$ cat src/rtl/dmem_pkg.sv
// Shared types for the data-memory arbiter.
// Port indices, arbiter states and the request bundle.
package dmem_pkg;

   localparam int DMEM_ADDR_W = 32;
   localparam int DMEM_DATA_W = 32;

   localparam int CPU_PORT = 0;
   localparam int LDR_PORT = 1;

   typedef enum logic {
      OPEN,
      LOCKED
   } arb_state_t;

   typedef struct packed {
      logic                   we;
      logic [DMEM_ADDR_W-1:0] addr;
      logic [DMEM_DATA_W-1:0] wdata;
   } dmem_req_t;

endpackage

$ cat src/rtl/dmem_arbiter_if.sv
// Requester and memory-side signals of the arbiter.
// slave = arbiter side, master = requesters and memory.
interface dmem_arbiter_if #(
   parameter int ADDR_W = 32,
   parameter int DATA_W = 32
);

   logic              p0_req;
   logic              p1_req;
   logic              p0_we;
   logic              p1_we;
   logic [ADDR_W-1:0] p0_addr;
   logic [ADDR_W-1:0] p1_addr;
   logic [DATA_W-1:0] p0_wdata;
   logic [DATA_W-1:0] p1_wdata;
   logic              p1_lock;

   logic              p0_gnt;
   logic              p1_gnt;
   logic              p0_rvalid;
   logic              p1_rvalid;
   logic [DATA_W-1:0] p0_rdata;
   logic [DATA_W-1:0] p1_rdata;
   logic              p0_err;
   logic              p1_err;
   logic              cpu_stall;

   logic              mem_MemWrite;
   logic              mem_Memread;
   logic [ADDR_W-1:0] mem_address;
   logic [DATA_W-1:0] mem_writeData;
   logic [DATA_W-1:0] mem_readData;

   modport slave (
      input  p0_req, p1_req, p0_we, p1_we,
      input  p0_addr, p1_addr,
      input  p0_wdata, p1_wdata, p1_lock,
      output p0_gnt, p1_gnt,
      output p0_rvalid, p1_rvalid,
      output p0_rdata, p1_rdata,
      output p0_err, p1_err, cpu_stall,
      output mem_MemWrite, mem_Memread,
      output mem_address, mem_writeData,
      input  mem_readData
   );

   modport master (
      output p0_req, p1_req, p0_we, p1_we,
      output p0_addr, p1_addr,
      output p0_wdata, p1_wdata, p1_lock,
      input  p0_gnt, p1_gnt,
      input  p0_rvalid, p1_rvalid,
      input  p0_rdata, p1_rdata,
      input  p0_err, p1_err, cpu_stall,
      input  mem_MemWrite, mem_Memread,
      input  mem_address, mem_writeData,
      output mem_readData
   );

endinterface

$ cat src/rtl/dmem_arbiter_rr.sv
// Two-way round-robin grant with a force input
// for port 0 and a hold input that reserves port 1.
module rr_arbiter2 (
   input  logic req0,
   input  logic req1,
   input  logic ptr,
   input  logic force0,
   input  logic hold1,
   output logic gnt0,
   output logic gnt1
);

   logic sel_force;
   logic sel_hold;
   logic sel_both;

   assign sel_force = force0;
   assign sel_hold  = ~force0 & hold1;
   assign sel_both  = ~force0 & ~hold1 & req0 & req1;

   // Force beats hold; otherwise ptr breaks ties.
   always_comb begin
      gnt0 = 1'b0;
      gnt1 = 1'b0;
      unique case (1'b1)
         sel_force: gnt0 = 1'b1;
         sel_hold:  gnt1 = req1;
         sel_both: begin
            gnt0 = ~ptr;
            gnt1 = ptr;
         end
         default: begin
            gnt0 = req0;
            gnt1 = req1;
         end
      endcase
   end

endmodule

$ cat src/rtl/dmem_arbiter.sv
// Shares the data memory between the MEM stage (port 0)
// and the loader (port 1), with lock and anti-starvation.
module dmem_arbiter
   import dmem_pkg::*;
#(
   parameter int DEPTH    = 32,
   parameter int DATA_W   = 32,
   parameter int ADDR_W   = 32,
   parameter int MAX_WAIT = 8
) (
   input logic           clk,
   input logic           rst,
   dmem_arbiter_if.slave bus
);

   localparam int CW = $clog2(MAX_WAIT + 1);
   localparam logic [ADDR_W-1:0] LIMIT = ADDR_W'(DEPTH);
   localparam logic [CW-1:0] FORCE_AT = CW'(MAX_WAIT - 1);
   localparam logic [CW-1:0] SAT = CW'(MAX_WAIT);

   arb_state_t        state;
   logic              rr_ptr;
   logic [CW-1:0]     wait_cnt;

   logic              req0;
   logic              req1;
   logic              force0;
   logic              gnt0;
   logic              gnt1;
   logic              any_gnt;
   logic              oob;
   dmem_req_t         r0;
   dmem_req_t         r1;
   dmem_req_t         sel;

   logic [ADDR_W-1:0] addr_q;
   logic [DATA_W-1:0] wdata_q;
   logic [DATA_W-1:0] rdata0;
   logic [DATA_W-1:0] rdata1;
   logic              rv0;
   logic              rv1;
   logic              err0;
   logic              err1;

   // Reset masks requests so nothing is issued while it is held.
   assign req0   = bus.p0_req & ~rst;
   assign req1   = bus.p1_req & ~rst;
   assign force0 = req0 & (wait_cnt == FORCE_AT);

   rr_arbiter2 u_rr (
      .req0   (req0),
      .req1   (req1),
      .ptr    (rr_ptr),
      .force0 (force0),
      .hold1  (state == LOCKED),
      .gnt0   (gnt0),
      .gnt1   (gnt1)
   );

   assign r0 = '{we:    bus.p0_we,
                 addr:  bus.p0_addr,
                 wdata: bus.p0_wdata};
   assign r1 = '{we:    bus.p1_we,
                 addr:  bus.p1_addr,
                 wdata: bus.p1_wdata};

   assign sel     = gnt1 ? r1 : r0;
   assign any_gnt = gnt0 | gnt1;
   assign oob     = sel.addr >= LIMIT;

   assign bus.p0_gnt    = gnt0;
   assign bus.p1_gnt    = gnt1;
   assign bus.cpu_stall = bus.p0_req & ~gnt0;

   assign bus.mem_MemWrite  = any_gnt & sel.we & ~oob;
   assign bus.mem_Memread   = any_gnt & ~sel.we & ~oob;
   assign bus.mem_address   = any_gnt ? sel.addr : addr_q;
   assign bus.mem_writeData = any_gnt ? sel.wdata : wdata_q;

   assign bus.p0_rdata  = rdata0;
   assign bus.p1_rdata  = rdata1;
   assign bus.p0_rvalid = rv0;
   assign bus.p1_rvalid = rv1;
   assign bus.p0_err    = err0;
   assign bus.p1_err    = err1;

   // Lock state, round-robin pointer and starvation count.
   always_ff @(posedge clk or posedge rst) begin
      if (rst) begin
         state    <= OPEN;
         rr_ptr   <= 1'(CPU_PORT);
         wait_cnt <= '0;
      end else begin
         if (gnt0)
            rr_ptr <= 1'(LDR_PORT);
         else if (gnt1)
            rr_ptr <= 1'(CPU_PORT);

         if (gnt0)
            wait_cnt <= '0;
         else if (req0 && wait_cnt != SAT)
            wait_cnt <= wait_cnt + 1'b1;

         unique case (state)
            OPEN:
               if (gnt1 & bus.p1_lock)
                  state <= LOCKED;
            LOCKED:
               if (force0 | ~bus.p1_lock)
                  state <= OPEN;
            default: state <= OPEN;
         endcase
      end
   end

   // Read capture, response pulses and held bus values.
   always_ff @(posedge clk or posedge rst) begin
      if (rst) begin
         addr_q  <= '0;
         wdata_q <= '0;
         rdata0  <= '0;
         rdata1  <= '0;
         rv0     <= 1'b0;
         rv1     <= 1'b0;
         err0    <= 1'b0;
         err1    <= 1'b0;
      end else begin
         rv0  <= 1'b0;
         rv1  <= 1'b0;
         err0 <= gnt0 & oob;
         err1 <= gnt1 & oob;
         if (any_gnt) begin
            addr_q  <= sel.addr;
            wdata_q <= sel.wdata;
         end
         if (gnt0 & ~oob & ~sel.we) begin
            rdata0 <= bus.mem_readData;
            rv0    <= 1'b1;
         end
         if (gnt1 & ~oob & ~sel.we) begin
            rdata1 <= bus.mem_readData;
            rv1    <= 1'b1;
         end
      end
   end

endmodule
$ cat src/flat_wrapper.sv
// flat-port wrapper written by rule: the top's interface ports become plain ports
module dmem_arbiter_flat import dmem_pkg::*;
#(
   parameter int DEPTH    = 32,
   parameter int DATA_W   = 32,
   parameter int ADDR_W   = 32,
   parameter int MAX_WAIT = 8
)
  (clk, rst, bus_p0_req, bus_p1_req, bus_p0_we, bus_p1_we, bus_p0_addr, bus_p1_addr, bus_p0_wdata, bus_p1_wdata, bus_p1_lock, bus_p0_gnt, bus_p1_gnt, bus_p0_rvalid, bus_p1_rvalid, bus_p0_rdata, bus_p1_rdata, bus_p0_err, bus_p1_err, bus_cpu_stall, bus_mem_MemWrite, bus_mem_Memread, bus_mem_address, bus_mem_writeData, bus_mem_readData);
  dmem_arbiter_if #(.ADDR_W(ADDR_W), .DATA_W(DATA_W)) bus_i ();
  input logic clk;
  input logic rst;
  input wire logic [$bits(bus_i.p0_req)-1:0] bus_p0_req;
  input wire logic [$bits(bus_i.p1_req)-1:0] bus_p1_req;
  input wire logic [$bits(bus_i.p0_we)-1:0] bus_p0_we;
  input wire logic [$bits(bus_i.p1_we)-1:0] bus_p1_we;
  input wire logic [$bits(bus_i.p0_addr)-1:0] bus_p0_addr;
  input wire logic [$bits(bus_i.p1_addr)-1:0] bus_p1_addr;
  input wire logic [$bits(bus_i.p0_wdata)-1:0] bus_p0_wdata;
  input wire logic [$bits(bus_i.p1_wdata)-1:0] bus_p1_wdata;
  input wire logic [$bits(bus_i.p1_lock)-1:0] bus_p1_lock;
  output wire logic [$bits(bus_i.p0_gnt)-1:0] bus_p0_gnt;
  output wire logic [$bits(bus_i.p1_gnt)-1:0] bus_p1_gnt;
  output wire logic [$bits(bus_i.p0_rvalid)-1:0] bus_p0_rvalid;
  output wire logic [$bits(bus_i.p1_rvalid)-1:0] bus_p1_rvalid;
  output wire logic [$bits(bus_i.p0_rdata)-1:0] bus_p0_rdata;
  output wire logic [$bits(bus_i.p1_rdata)-1:0] bus_p1_rdata;
  output wire logic [$bits(bus_i.p0_err)-1:0] bus_p0_err;
  output wire logic [$bits(bus_i.p1_err)-1:0] bus_p1_err;
  output wire logic [$bits(bus_i.cpu_stall)-1:0] bus_cpu_stall;
  output wire logic [$bits(bus_i.mem_MemWrite)-1:0] bus_mem_MemWrite;
  output wire logic [$bits(bus_i.mem_Memread)-1:0] bus_mem_Memread;
  output wire logic [$bits(bus_i.mem_address)-1:0] bus_mem_address;
  output wire logic [$bits(bus_i.mem_writeData)-1:0] bus_mem_writeData;
  input wire logic [$bits(bus_i.mem_readData)-1:0] bus_mem_readData;
  assign bus_i.p0_req = bus_p0_req;
  assign bus_i.p1_req = bus_p1_req;
  assign bus_i.p0_we = bus_p0_we;
  assign bus_i.p1_we = bus_p1_we;
  assign bus_i.p0_addr = bus_p0_addr;
  assign bus_i.p1_addr = bus_p1_addr;
  assign bus_i.p0_wdata = bus_p0_wdata;
  assign bus_i.p1_wdata = bus_p1_wdata;
  assign bus_i.p1_lock = bus_p1_lock;
  assign bus_p0_gnt = bus_i.p0_gnt;
  assign bus_p1_gnt = bus_i.p1_gnt;
  assign bus_p0_rvalid = bus_i.p0_rvalid;
  assign bus_p1_rvalid = bus_i.p1_rvalid;
  assign bus_p0_rdata = bus_i.p0_rdata;
  assign bus_p1_rdata = bus_i.p1_rdata;
  assign bus_p0_err = bus_i.p0_err;
  assign bus_p1_err = bus_i.p1_err;
  assign bus_cpu_stall = bus_i.cpu_stall;
  assign bus_mem_MemWrite = bus_i.mem_MemWrite;
  assign bus_mem_Memread = bus_i.mem_Memread;
  assign bus_mem_address = bus_i.mem_address;
  assign bus_mem_writeData = bus_i.mem_writeData;
  assign bus_i.mem_readData = bus_mem_readData;
  dmem_arbiter #(.DEPTH(DEPTH), .DATA_W(DATA_W), .ADDR_W(ADDR_W), .MAX_WAIT(MAX_WAIT)) u_core (.clk(clk), .rst(rst), .bus(bus_i));
endmodule
$ cat config.mk
export PLATFORM = sky130hd
export DESIGN_NAME = dmem_arbiter_flat
export DESIGN_NICKNAME = d
export VERILOG_FILES = /design/src/rtl/dmem_pkg.sv /design/src/rtl/dmem_arbiter_if.sv /design/src/rtl/dmem_arbiter_rr.sv /design/src/rtl/dmem_arbiter.sv /design/src/flat_wrapper.sv
export SDC_FILE = /design/constraint.sdc
export NUM_CORES = 1
export LEC_CHECK = 0
export CELL_PAD_IN_SITES_DETAIL_PLACEMENT = 1
export CELL_PAD_IN_SITES_GLOBAL_PLACEMENT = 2
export CORE_ASPECT_RATIO = 1.5
export CORE_MARGIN = 2
export CORE_UTILIZATION = 22
export CTS_BUF_LIST = sky130_fd_sc_hd__clkbuf_8
export DETAILED_ROUTE_END_ITERATION = 8
export PLACE_DENSITY_LB_ADDON = 0.1
export SLEW_MARGIN = 30
export SYNTH_ARGS = -nofsm -noshare
export SYNTH_HDL_FRONTEND = slang
export SYNTH_SLANG_ARGS = --single-unit
$ cat constraint.sdc
create_clock -name clk -period 4.7 [get_ports clk]
set_clock_uncertainty 0.1 [all_clocks]
set_input_delay 0.94 -clock clk [delete_from_list [all_inputs] [get_ports clk]]
set_output_delay 0.94 -clock clk [all_outputs]
set_load 0.01 [all_outputs]
==> results of run 1 <==
==> logic make-up (layout without fill, tap and decap cells) <==
logic type      after synthesis  after routing
buf+inv                      39            366
fa+ha+maj                     2              2
xor+xnor                      2              2
simple gates                111            111
flops                       138            138
mux                          94             94
compound gates              110            110
==> stage by stage <==
step | setup WS (ps) | util [%] | std cells | hold slack, ps
floorplan | 1218 | - | 496 | 417.3
global placement | 86.50 | 35.85 | 1128 | 366.1
detailed placement | 63.26 | 35.85 | 1128 | 375.1
CTS | 35.31 | 37.30 | 1159 | 394.0
global route | 32.41 | 37.43 | 1160 | 409.1
finish | 137.5 | 37.43 | 1160 | 389.9
==> final cells by class <==
class                           instances  share of cell area, %
Clock buffer                           19                  2.628
Sequential cell                       138                  34.71
Multi-Input combinational cell        319                  23.57
Clock inverter                         12                  1.245
Timing Repair Buffer                  329                  33.35
Tap cell                              337                  4.238
Inverter                                6                 0.2641
==> flip-flops by register name, indices dropped and copies added, names as in the netlist, 4 cells and up <==
register and flops:
u_core.bus.p0_rdata 32, u_core.wdata_q 32, u_core.addr_q 32, u_core.wait_cnt 4, u_core.bus.p1_rdata 32
==> metal layers <==
metal	up-vias	global-route usage, %
met5	-	0
met4	0	4.810
met3	17	5.073
met2	214	30.16
met1	2647	17.81
li1	2439	-
==> how the worst min path moves through the flow <==
| stage | cells past startpoint | slack (ps) | end | startpoint |
|---|---|---|---|---|
| global route | 1 | 410 | u_core.bus.p0_rdata[3] | u_core.bus.p0_rdata[3] |
| CTS | 1 | 390 | u_core.bus.p0_rdata[13] | u_core.bus.p0_rdata[13] |
| detailed placement | 1 | 380 | u_core.bus.p0_rdata[13] | u_core.bus.p0_rdata[13] |
| floorplan | 2 | 420 | u_core.wait_cnt[3] | u_core.wait_cnt[3] |
| finish | 1 | 390 | u_core.bus.p0_rdata[16] | u_core.bus.p0_rdata[16] |
| global placement | 1 | 370 | u_core.bus.p0_rdata[5] | u_core.bus.p0_rdata[5] |
==> worst register-to-register path, cell delays in order (launching register included) <==
cell and delay, ps:
dfrtp_1 420, ha_1 230, nand2b_1 210, o211ai_4 140
buf_6 210, buf_4 210, nor4_4 250, buf_4 440
mux2_2 460
==> cell usage after synthesis (all sizes together) <==
library cell / instances / area share (%)
nor3: 29 / 2.4
dfrtp: 138 / 58
nand2: 38 / 2.4
buf: 13 / 1.4
or3b: 2 / 0.29
nand3b: 1 / 0.13
and3: 1 / 0.11
a31oi: 1 / 0.11
mux2i: 29 / 4.9
a2bb2oi: 1 / 0.25
mux2: 65 / 12
clkbuf: 20 / 1.3
a21oi: 27 / 2.3
xor2: 1 / 0.15
o211ai: 1 / 0.21
nand3: 3 / 0.25
nor3b: 1 / 0.32
a211oi: 3 / 0.38
and3b: 1 / 0.15
or2: 1 / 0.11
a22oi: 37 / 4.7
inv: 6 / 0.38
xnor2: 1 / 0.15
nand4: 2 / 0.21
o21ai: 39 / 3.3
or3: 2 / 0.21
ha: 2 / 0.42
nor4: 15 / 1.8
nor2: 7 / 0.44
and2: 4 / 0.42
o221a: 1 / 0.19
nand2b: 1 / 0.11
nand4b: 1 / 0.15
nor2b: 2 / 0.21
==> report_power, final <==
part	internal, W	total, W	switching [W]
registers	0.00133	0.00138	0.0000499
clock network	0.000492	0.000980	0.000487
logic	0.000480	0.000889	0.000409
total	0.00230	0.00324	0.000946
==> results.json, run 1 <==
{
  "hold_buffers": 0,
  "grt_pass1_wl_mm": 35.56,
  "grt_pass1_vias": 6137,
  "status": "finished clean",
  "drt-met1-wl_mm": 9.017,
  "die_area_um2": 28420,
  "core_um2": 26580,
  "gr-usage-all-layers_pct": 16.28,
  "path_common_cell": "clkdlybuf4s50_1",
  "r2r.worst_path.cells": 8,
  "synth-adder-area-share_pct": 0.4203,
  "critPathLaunch": "bus_p0_req",
  "fp.dieW_um": 138.3,
  "cts_buffers": 17,
  "wl_met3_mm": 1.559,
  "synth_nets": 665,
  "synthToLayoutAreaGrowth_pct": 67.09,
  "synth_cell_types": 40,
  "place_congestion": 0.7762,
  "multi_input_area_um2": 2345,
  "crit_type": "in -> out",
  "fin_crit_ps": 4563,
  "power_density_nw_per_um2": 326.0,
  "critPathBufInv": 4,
  "finalSetupViolCount": 0,
  "rsz0062_at_grt": "false",
  "ys_seq_area_share_pct": 58.00,
  "rrSetupSlack_ps": 1920,
  "drt_first_pass_iters": 4,
  "synth-compound-area-share_pct": 11.35,
  "timing.final.crit_share_pct": 97.08,
  "dp_hpwl_mm": 17.46,
  "rr_endpoint": "u_core.bus.p1_rdata[19]",
  "final_layout_size_suffix_gt1_share_pct": 12.27,
  "synth-simple-area-share_pct": 9.750,
  "wl_mm": 23.37,
  "cpLargestDelayFamily": "buffers and inverters",
  "clk_pin_slew_ps": 80,
  "cp_data_required_time_ps": 3660,
  "fp.dieH_um": 205.5,
  "layout_commonest_cell": "clkdlybuf4s50_1",
  "fin_setup_tns_ps": 0,
  "synth_top_family_by_area": "multiplexers",
  "num_rows": 73,
  "cts_root_buf": "clkbuf_8",
  "drtIter0Drc": 125,
  "highest_layer": "met4",
  "crit_end": "bus_mem_address[5]",
  "viasPerCell": 4.584,
  "path_cells": "clkdlybuf4s50_1 -> or3b_1 -> o211ai_4 -> buf_6 -> buf_4 -> mux2i_1 -> a21oi_1 -> clkdlybuf4s50_1",
  "clockBufferDepth": 2,
  "r2r-start": "u_core.wait_cnt[1]",
  "cellLeakagePower_nw": 4.290,
  "synth_cells": 496,
  "cts_resized": 0,
  "n_antenna_cell": 0,
  "cts_tree": "done",
  "io_buffers": 303,
  "drc": 0,
  "final_nets": 980,
  "synth_area_per_cell_um2": 12.00,
  "synth_warnings": 0,
  "htree_num_levels": 4,
  "vias": 5317,
  "fill_cells": 2907,
  "drtAntennaViolNets": 0,
  "grt_max_degree": 66,
  "overflow": 0,
  "antenna_found_initial": 0,
  "worstPathMaxFanout": 14,
  "hold_path.class": "reg -> reg",
  "worst-path-stages": 8,
  "final-hold-violation-count": 0,
  "post-cts-setup-buffers": 0,
  "crit_path_end_kind": "output port",
  "finalInstanceArea_um2": 9950,
  "arrival_ps": 3520,
  "cpPeakStageDelay_ps": 590,
  "peakVddDrop_mv": 0.1563,
  "maxCapViolCount": 0,
  "muxShareOfSynthArea_pct": 17.17,
  "placed_cell_area_um2": 9529,
  "cp_slowest_cell": "clkdlybuf4s50_1",
  "relSlewSlack_pct": 64.67,
  "synthesis.area_um2": 5954,
  "start_kind": "input port",
  "cts.sink_count": 138,
  "wl_met2_mm": 12.51,
  "wl_per_cell_um": 20.14,
  "ioPinCount": 304,
  "synth-xor-area-share_pct": 0.2942,
  "insertion_delay_ps": 450,
  "power.total_w": 0.003244,
  "start_util_pct": 22.40,
  "ys_ff_latch": 138,
  "tightest_slew_ps": 530.0,
  "layout_common_cells": "clkdlybuf4s50_1 (303), dfrtp_1 (138), o21ai_0 (39)",
  "report.final.slew_viol_count": 0,
  "seqCellArea_um2": 3453,
  "fmax_ghz": 0.2192
}
Power figures use the tool's default switching activity.
==> run 2, diff against run 1 <==
--- a/config.mk
+++ b/config.mk
@@ -9,7 +9,7 @@
 export CELL_PAD_IN_SITES_GLOBAL_PLACEMENT = 2
 export CORE_ASPECT_RATIO = 1.5
 export CORE_MARGIN = 2
-export CORE_UTILIZATION = 22
+export CORE_UTILIZATION = 24
 export CTS_BUF_LIST = sky130_fd_sc_hd__clkbuf_8
 export DETAILED_ROUTE_END_ITERATION = 8
 export PLACE_DENSITY_LB_ADDON = 0.1
==> constraint.sdc (replaced) <==
create_clock -name clk -period 4.72 [get_ports clk]
set_clock_uncertainty 0.1 [all_clocks]
set_input_delay 0.944 -clock clk [delete_from_list [all_inputs] [get_ports clk]]
set_output_delay 0.944 -clock clk [all_outputs]
set_load 0.01 [all_outputs]
==> run 2 against run 1 <==
  * First-iteration DRC count rose by 24%
  * Sequential share of layout area is 0.26 points higher
  * Sequential power hardly changed
  * Clock power down 6.6%
  * Hold slack worse by 1.8 ps
  * Clock-buffer cell count stayed put
  * Via count rose by 0.15%
  * Sequential cell count did not move
  * Global-route usage up 0.94 points
  * Die area is 8.1% lower
  * Wire length down 4.4%
  * Critical path type unchanged
  * Critical endpoint is now bus_mem_address[24]
  * Largest power group unchanged
  * Highest routed layer unchanged
==> results.json, run 2 (synthesized netlist as in run 1, its figures left out) <==
{
  "status": "finished clean",
  "path_common_cell": "clkdlybuf4s50_1",
  "worst-path-stages": 7,
  "cellLeakagePower_nw": 4.278,
  "place_congestion": 0.7710,
  "ioPinCount": 304,
  "maxCapViolCount": 0,
  "wl_mm": 22.34,
  "power_density_nw_per_um2": 320.1,
  "wl_per_cell_um": 19.53,
  "relSlewSlack_pct": 66.62,
  "critPathLaunch": "bus_p0_req",
  "worstPathMaxFanout": 20,
  "fin_setup_tns_ps": 0,
  "hold_path.class": "reg -> reg",
  "post-cts-setup-buffers": 0,
  "clk_pin_slew_ps": 80,
  "crit_type": "in -> out",
  "gr-usage-all-layers_pct": 17.22,
  "fp.dieW_um": 132.6,
  "drtAntennaViolNets": 0,
  "grt_pass1_wl_mm": 34.59,
  "core_um2": 24350,
  "fp.dieH_um": 196.9,
  "cpLargestDelayFamily": "buffers and inverters",
  "insertion_delay_ps": 450,
  "cts_buffers": 17,
  "overflow": 0,
  "io_buffers": 303,
  "cts_tree": "done",
  "r2r-start": "u_core.state",
  "tightest_slew_ps": 500.6,
  "critPathBufInv": 3,
  "post-route-util_pct": 40.56,
  "grt_pass1_vias": 5980,
  "cpPeakStageDelay_ps": 590,
  "die_area_um2": 26110,
  "synthToLayoutAreaGrowth_pct": 65.85,
  "r2r.worst_path.cells": 8,
  "timing.final.crit_share_pct": 96.25,
  "final_layout_size_suffix_gt1_share_pct": 11.84,
  "num_rows": 70,
  "crit_path_end_kind": "output port",
  "dp_hpwl_mm": 16.64,
  "viasPerCell": 4.655,
  "arrival_ps": 3500,
  "rsz0062_at_grt": "false",
  "peakVddDrop_mv": 0.1413,
  "report.final.slew_viol_count": 0,
  "path_cells": "clkdlybuf4s50_1 -> or3b_1 -> and2_2 -> or2_4 -> buf_12 -> a21oi_1 -> clkdlybuf4s50_1",
  "crit_end": "bus_mem_address[24]",
  "clockBufferDepth": 2,
  "drtIter0Drc": 155,
  "cp_data_required_time_ps": 3680,
  "antenna_found_initial": 1,
  "rr_endpoint": "u_core.bus.p0_rdata[31]",
  "start_kind": "input port",
  "fmax_ghz": 0.2201,
  "htree_num_levels": 4,
  "start_util_pct": 24.46,
  "layout_commonest_cell": "clkdlybuf4s50_1",
  "cp_slowest_cell": "clkdlybuf4s50_1",
  "drc": 0,
  "rrSetupSlack_ps": 1960,
  "final_nets": 975,
  "drt_first_pass_iters": 4,
  "finalSetupViolCount": 0,
  "vias": 5325,
  "grt_max_degree": 67,
  "cts_root_buf": "clkbuf_8",
  "layout_common_cells": "clkdlybuf4s50_1 (302), dfrtp_1 (138), o21ai_0 (39)",
  "final-hold-violation-count": 0,
  "cts.sink_count": 138,
  "fin_crit_ps": 4543
}
run 2: changes by cell type in the layout (fill, tap and decap cells not counted), sizes merged:
cell,before,now
inv,6,7
clkdlybuf4s50,303,302
diode,0,1
buf,26,21
bufinv,2,1
dlymetal6s2s,0,1
clkinv,5,6
run 2: area by class of cell:
class,instances,area [um2]
antenna,1,2.502
clock buffer,19,261.5
clock inverter,13,105.1
fill,2702,14470
inverter,6,26.28
multi-input combinational,319,2350
sequential,138,3453
tap,324,405.4
timing repair buffer,324,3272
run 2: report_power, final:
group	switching, W	internal, W	total (W)	leakage, nW
logic	0.000402	0.000476	0.000878	2.32
registers	0.0000491	0.00132	0.00137	1.78
clock network	0.000478	0.000437	0.000915	0.186
total	0.000928	0.00223	0.00316	4.28
run 2: how the worst min path moves through the flow:
| stage | to | slack, ps | startpoint | cells after the start |
|---|---|---|---|---|
| 2_1_floorplan | u_core.wait_cnt[3] | 420 | u_core.wait_cnt[3] | 2 |
| 3_3_place_gp | u_core.bus.p0_rdata[4] | 370 | u_core.bus.p0_rdata[4] | 1 |
| 3_5_place_dp | u_core.bus.p0_rdata[13] | 370 | u_core.bus.p0_rdata[13] | 1 |
| 4_1_cts | u_core.bus.p0_rdata[13] | 390 | u_core.bus.p0_rdata[13] | 1 |
| 5_1_grt | u_core.bus.p0_rdata[13] | 410 | u_core.bus.p0_rdata[13] | 1 |
| 6_report | u_core.bus.p0_rdata[13] | 390 | u_core.bus.p0_rdata[13] | 1 |
run 2: timing repair:
| item | in CTS | in global routing |
|---|---|---|
| hold buffers | 0 | 0 |
| gates resized for setup | 0 | 4 |
| endpoints found under the setup margin | 0 | 16 |
run 2: through the flow:
| step | hold WS, ps | cells | area (um2) | worst slack [ps] | total power [W] |
|---|---|---|---|---|---|
| CTS | 392.5 | 1143 | 9862 | 30.06 | 0.003232 |
| finish | 388.1 | 1144 | 9876 | 176.8 | 0.003161 |
| floorplan | 417.3 | 496 | 5958 | 1230 | 0.001727 |
| global placement | 367.6 | 1111 | 9495 | 59.03 | 0.002259 |
| detailed placement | 373.7 | 1111 | 9495 | 38.91 | 0.002280 |
| global route | 408.6 | 1144 | 9876 | 24.77 | 0.003355 |
run 2: routing by layer:
layer	GRT usage [%]	up-vias	routed length [um]
met1	18.86	2623	8586
met2	30.51	237	11630
li1	-	2432	-
met5	0	-	0
met4	6.412	0	433
met3	6.121	33	1687
==> run 3, diff against run 2 <==
--- a/config.mk
+++ b/config.mk
@@ -8,10 +8,10 @@
 export CELL_PAD_IN_SITES_DETAIL_PLACEMENT = 1
 export CELL_PAD_IN_SITES_GLOBAL_PLACEMENT = 2
 export CORE_ASPECT_RATIO = 1.5
-export CORE_MARGIN = 2
 export CORE_UTILIZATION = 24
 export CTS_BUF_LIST = sky130_fd_sc_hd__clkbuf_8
 export DETAILED_ROUTE_END_ITERATION = 8
+export GPL_TIMING_DRIVEN = 0
 export PLACE_DENSITY_LB_ADDON = 0.1
 export SLEW_MARGIN = 30
 export SYNTH_ARGS = -nofsm -noshare
==> run 3 against run 2 <==
  * Fmax increased by 0.36%
  * Final cell count increased by 1.6%
  * Wire length decreased by 1.9%
  * Die area decreased by 2.5%
  * Cell area increased by 1.9%
  * Sequential cell count unchanged
  * Critical endpoint is now bus_mem_address[4]
  * Highest routed layer unchanged
==> results.json, run 3 (synthesized netlist as in run 1, its figures left out) <==
{
  "status": "finished clean",
  "grt_max_degree": 30,
  "drtIter0Drc": 95,
  "power_density_nw_per_um2": 331.8,
  "fp.dieW_um": 130.6,
  "viasPerCell": 4.538,
  "timing.final.ws_setup_ps": 193.2,
  "relSlewSlack_pct": 66.68,
  "layout_common_cells": "clkdlybuf4s50_1 (290), dfrtp_1 (138), nand2_1 (38)",
  "power.total_w": 0.003338,
  "hold_path_depth": 1,
  "worstPathMaxFanout": 10,
  "rsz0062_at_grt": "false",
  "rrSetupSlack_ps": 2180,
  "maxCapViolCount": 0,
  "grt_pass1_vias": 5996,
  "start_util_pct": 24.46,
  "arrival_ps": 3480,
  "worstHoldStart": "u_core.bus.p0_rdata[21]",
  "hold_path.class": "reg -> reg",
  "r2r.worst_path.cells": 7,
  "tightest_slew_ps": 495.3,
  "vias": 5273,
  "core_um2": 24350,
  "die_area_um2": 25460,
  "cp_data_required_time_ps": 3680,
  "cts_root_buf": "clkbuf_8",
  "clk_pin_slew_ps": 70,
  "peakVddDrop_mv": 0.1487,
  "fmax_ghz": 0.2209,
  "rr_endpoint": "u_core.bus.p0_rdata[2]",
  "cellLeakagePower_nw": 4.437,
  "holdPathEnd": "u_core.bus.p0_rdata[21]",
  "critPathLaunch": "bus_p1_req",
  "post-route-util_pct": 41.32,
  "n_antenna_cell": 0,
  "timing.final.crit_share_pct": 95.91,
  "ioPinCount": 304,
  "synthToLayoutAreaGrowth_pct": 68.94,
  "final_layout_size_suffix_gt1_share_pct": 13.72,
  "fp.dieH_um": 194.9,
  "dp_hpwl_mm": 17.44,
  "crit_path_end_kind": "output port",
  "drtAntennaViolNets": 0,
  "drc": 0,
  "cts_buffers": 17,
  "num_rows": 70,
  "cts.sink_count": 138,
  "place_congestion": 0.7603,
  "wl_mm": 21.91,
  "final-hold-violation-count": 0,
  "insertion_delay_ps": 450,
  "htree_num_levels": 4,
  "antenna_found_initial": 0,
  "fin_crit_ps": 4527,
  "clockBufferDepth": 2,
  "gr-usage-all-layers_pct": 17.64,
  "overflow": 0,
  "cts_tree": "done",
  "wl_per_cell_um": 18.86,
  "r2r-start": "u_core.state",
  "final_nets": 995,
  "layout_commonest_cell": "clkdlybuf4s50_1",
  "start_kind": "input port",
  "crit_type": "in -> out",
  "report.final.slew_viol_count": 0,
  "drt_first_pass_iters": 4,
  "whs_ps": 384.6,
  "dp_slack_ps": -538.2,
  "io_buffers": 303,
  "finalSetupViolCount": 0,
  "grt_pass1_wl_mm": 33.51
}
run 3: changes by cell type in the layout (fill, tap and decap cells not counted), sizes merged, moves of 3 or more:
| cell | previous run | this run |
|---|---|---|
| dlymetal6s2s | 1 | 10 |
| clkinv | 6 | 2 |
| bufinv | 1 | 4 |
| clkdlybuf4s50 | 302 | 290 |
| clkbuf | 19 | 40 |
| dlygate4sd2 | 0 | 3 |
run 3: final cells by class:
type	count	area [um2]
Buffer	33	193.9
Clock buffer	20	275.3
Clock inverter	11	168.9
Fill cell	2679	14290
Inverter	6	26.28
Multi-Input combinational cell	319	2360
Sequential cell	138	3453
Tap cell	324	405.4
Timing Repair Buffer	311	3177
run 3: worst max-delay path by stage:
stage	depth (start not counted)	slack, ps	endpoint
2_1_floorplan	6	1230	bus_mem_address[0]
3_3_place_gp	8	-490	bus_mem_address[4]
3_5_place_dp	8	-540	bus_mem_address[1]
4_1_cts	8	20	bus_mem_address[28]
5_1_grt	8	0.9	bus_mem_address[4]
6_report	8	190	bus_mem_address[4]
run 3: worst max-delay path, stage by stage:
cell,delay [ps]
clkdlybuf4s50_1,460
nor2b_2,260
and2_1,280
clkbuf_2,270
buf_2,290
a22oi_1,120
o21ai_0,240
clkdlybuf4s50_1,610
run 3: power breakdown:
| part | internal (W) | switching (W) | total [W] |
|---|---|---|---|
| clock network | 0.000615 | 0.000477 | 0.00109 |
| logic | 0.000471 | 0.000405 | 0.000877 |
| registers | 0.00132 | 0.0000500 | 0.00137 |
run 3: per-stage QoR:
| step | setup TNS [ps] | std cells | cell area (um2) |
|---|---|---|---|
| detailed placement | -19330 | 1128 | 9497 |
| global placement | -16810 | 1123 | 9397 |
| floorplan | 0 | 496 | 5958 |
| CTS | 0 | 1159 | 9992 |
| global route | 0 | 1162 | 10060 |
| finish | 0 | 1162 | 10060 |
run 3: per-layer routing:
layer	vias to the layer above	part of all wire [%]	global-route usage (%)
met5	-	0	0
met4	0	0.94	4.683
met3	13	8.5	6.716
met2	203	54	32.33
met1	2590	37	18.32
li1	2467	-	-
run 3: what timing repair did:
item	in CTS	in global routing
pin swaps	0	1
resized for setup	28	25
hold buffers	0	0
setup buffers	0	3
endpoints found under the setup margin	66	61
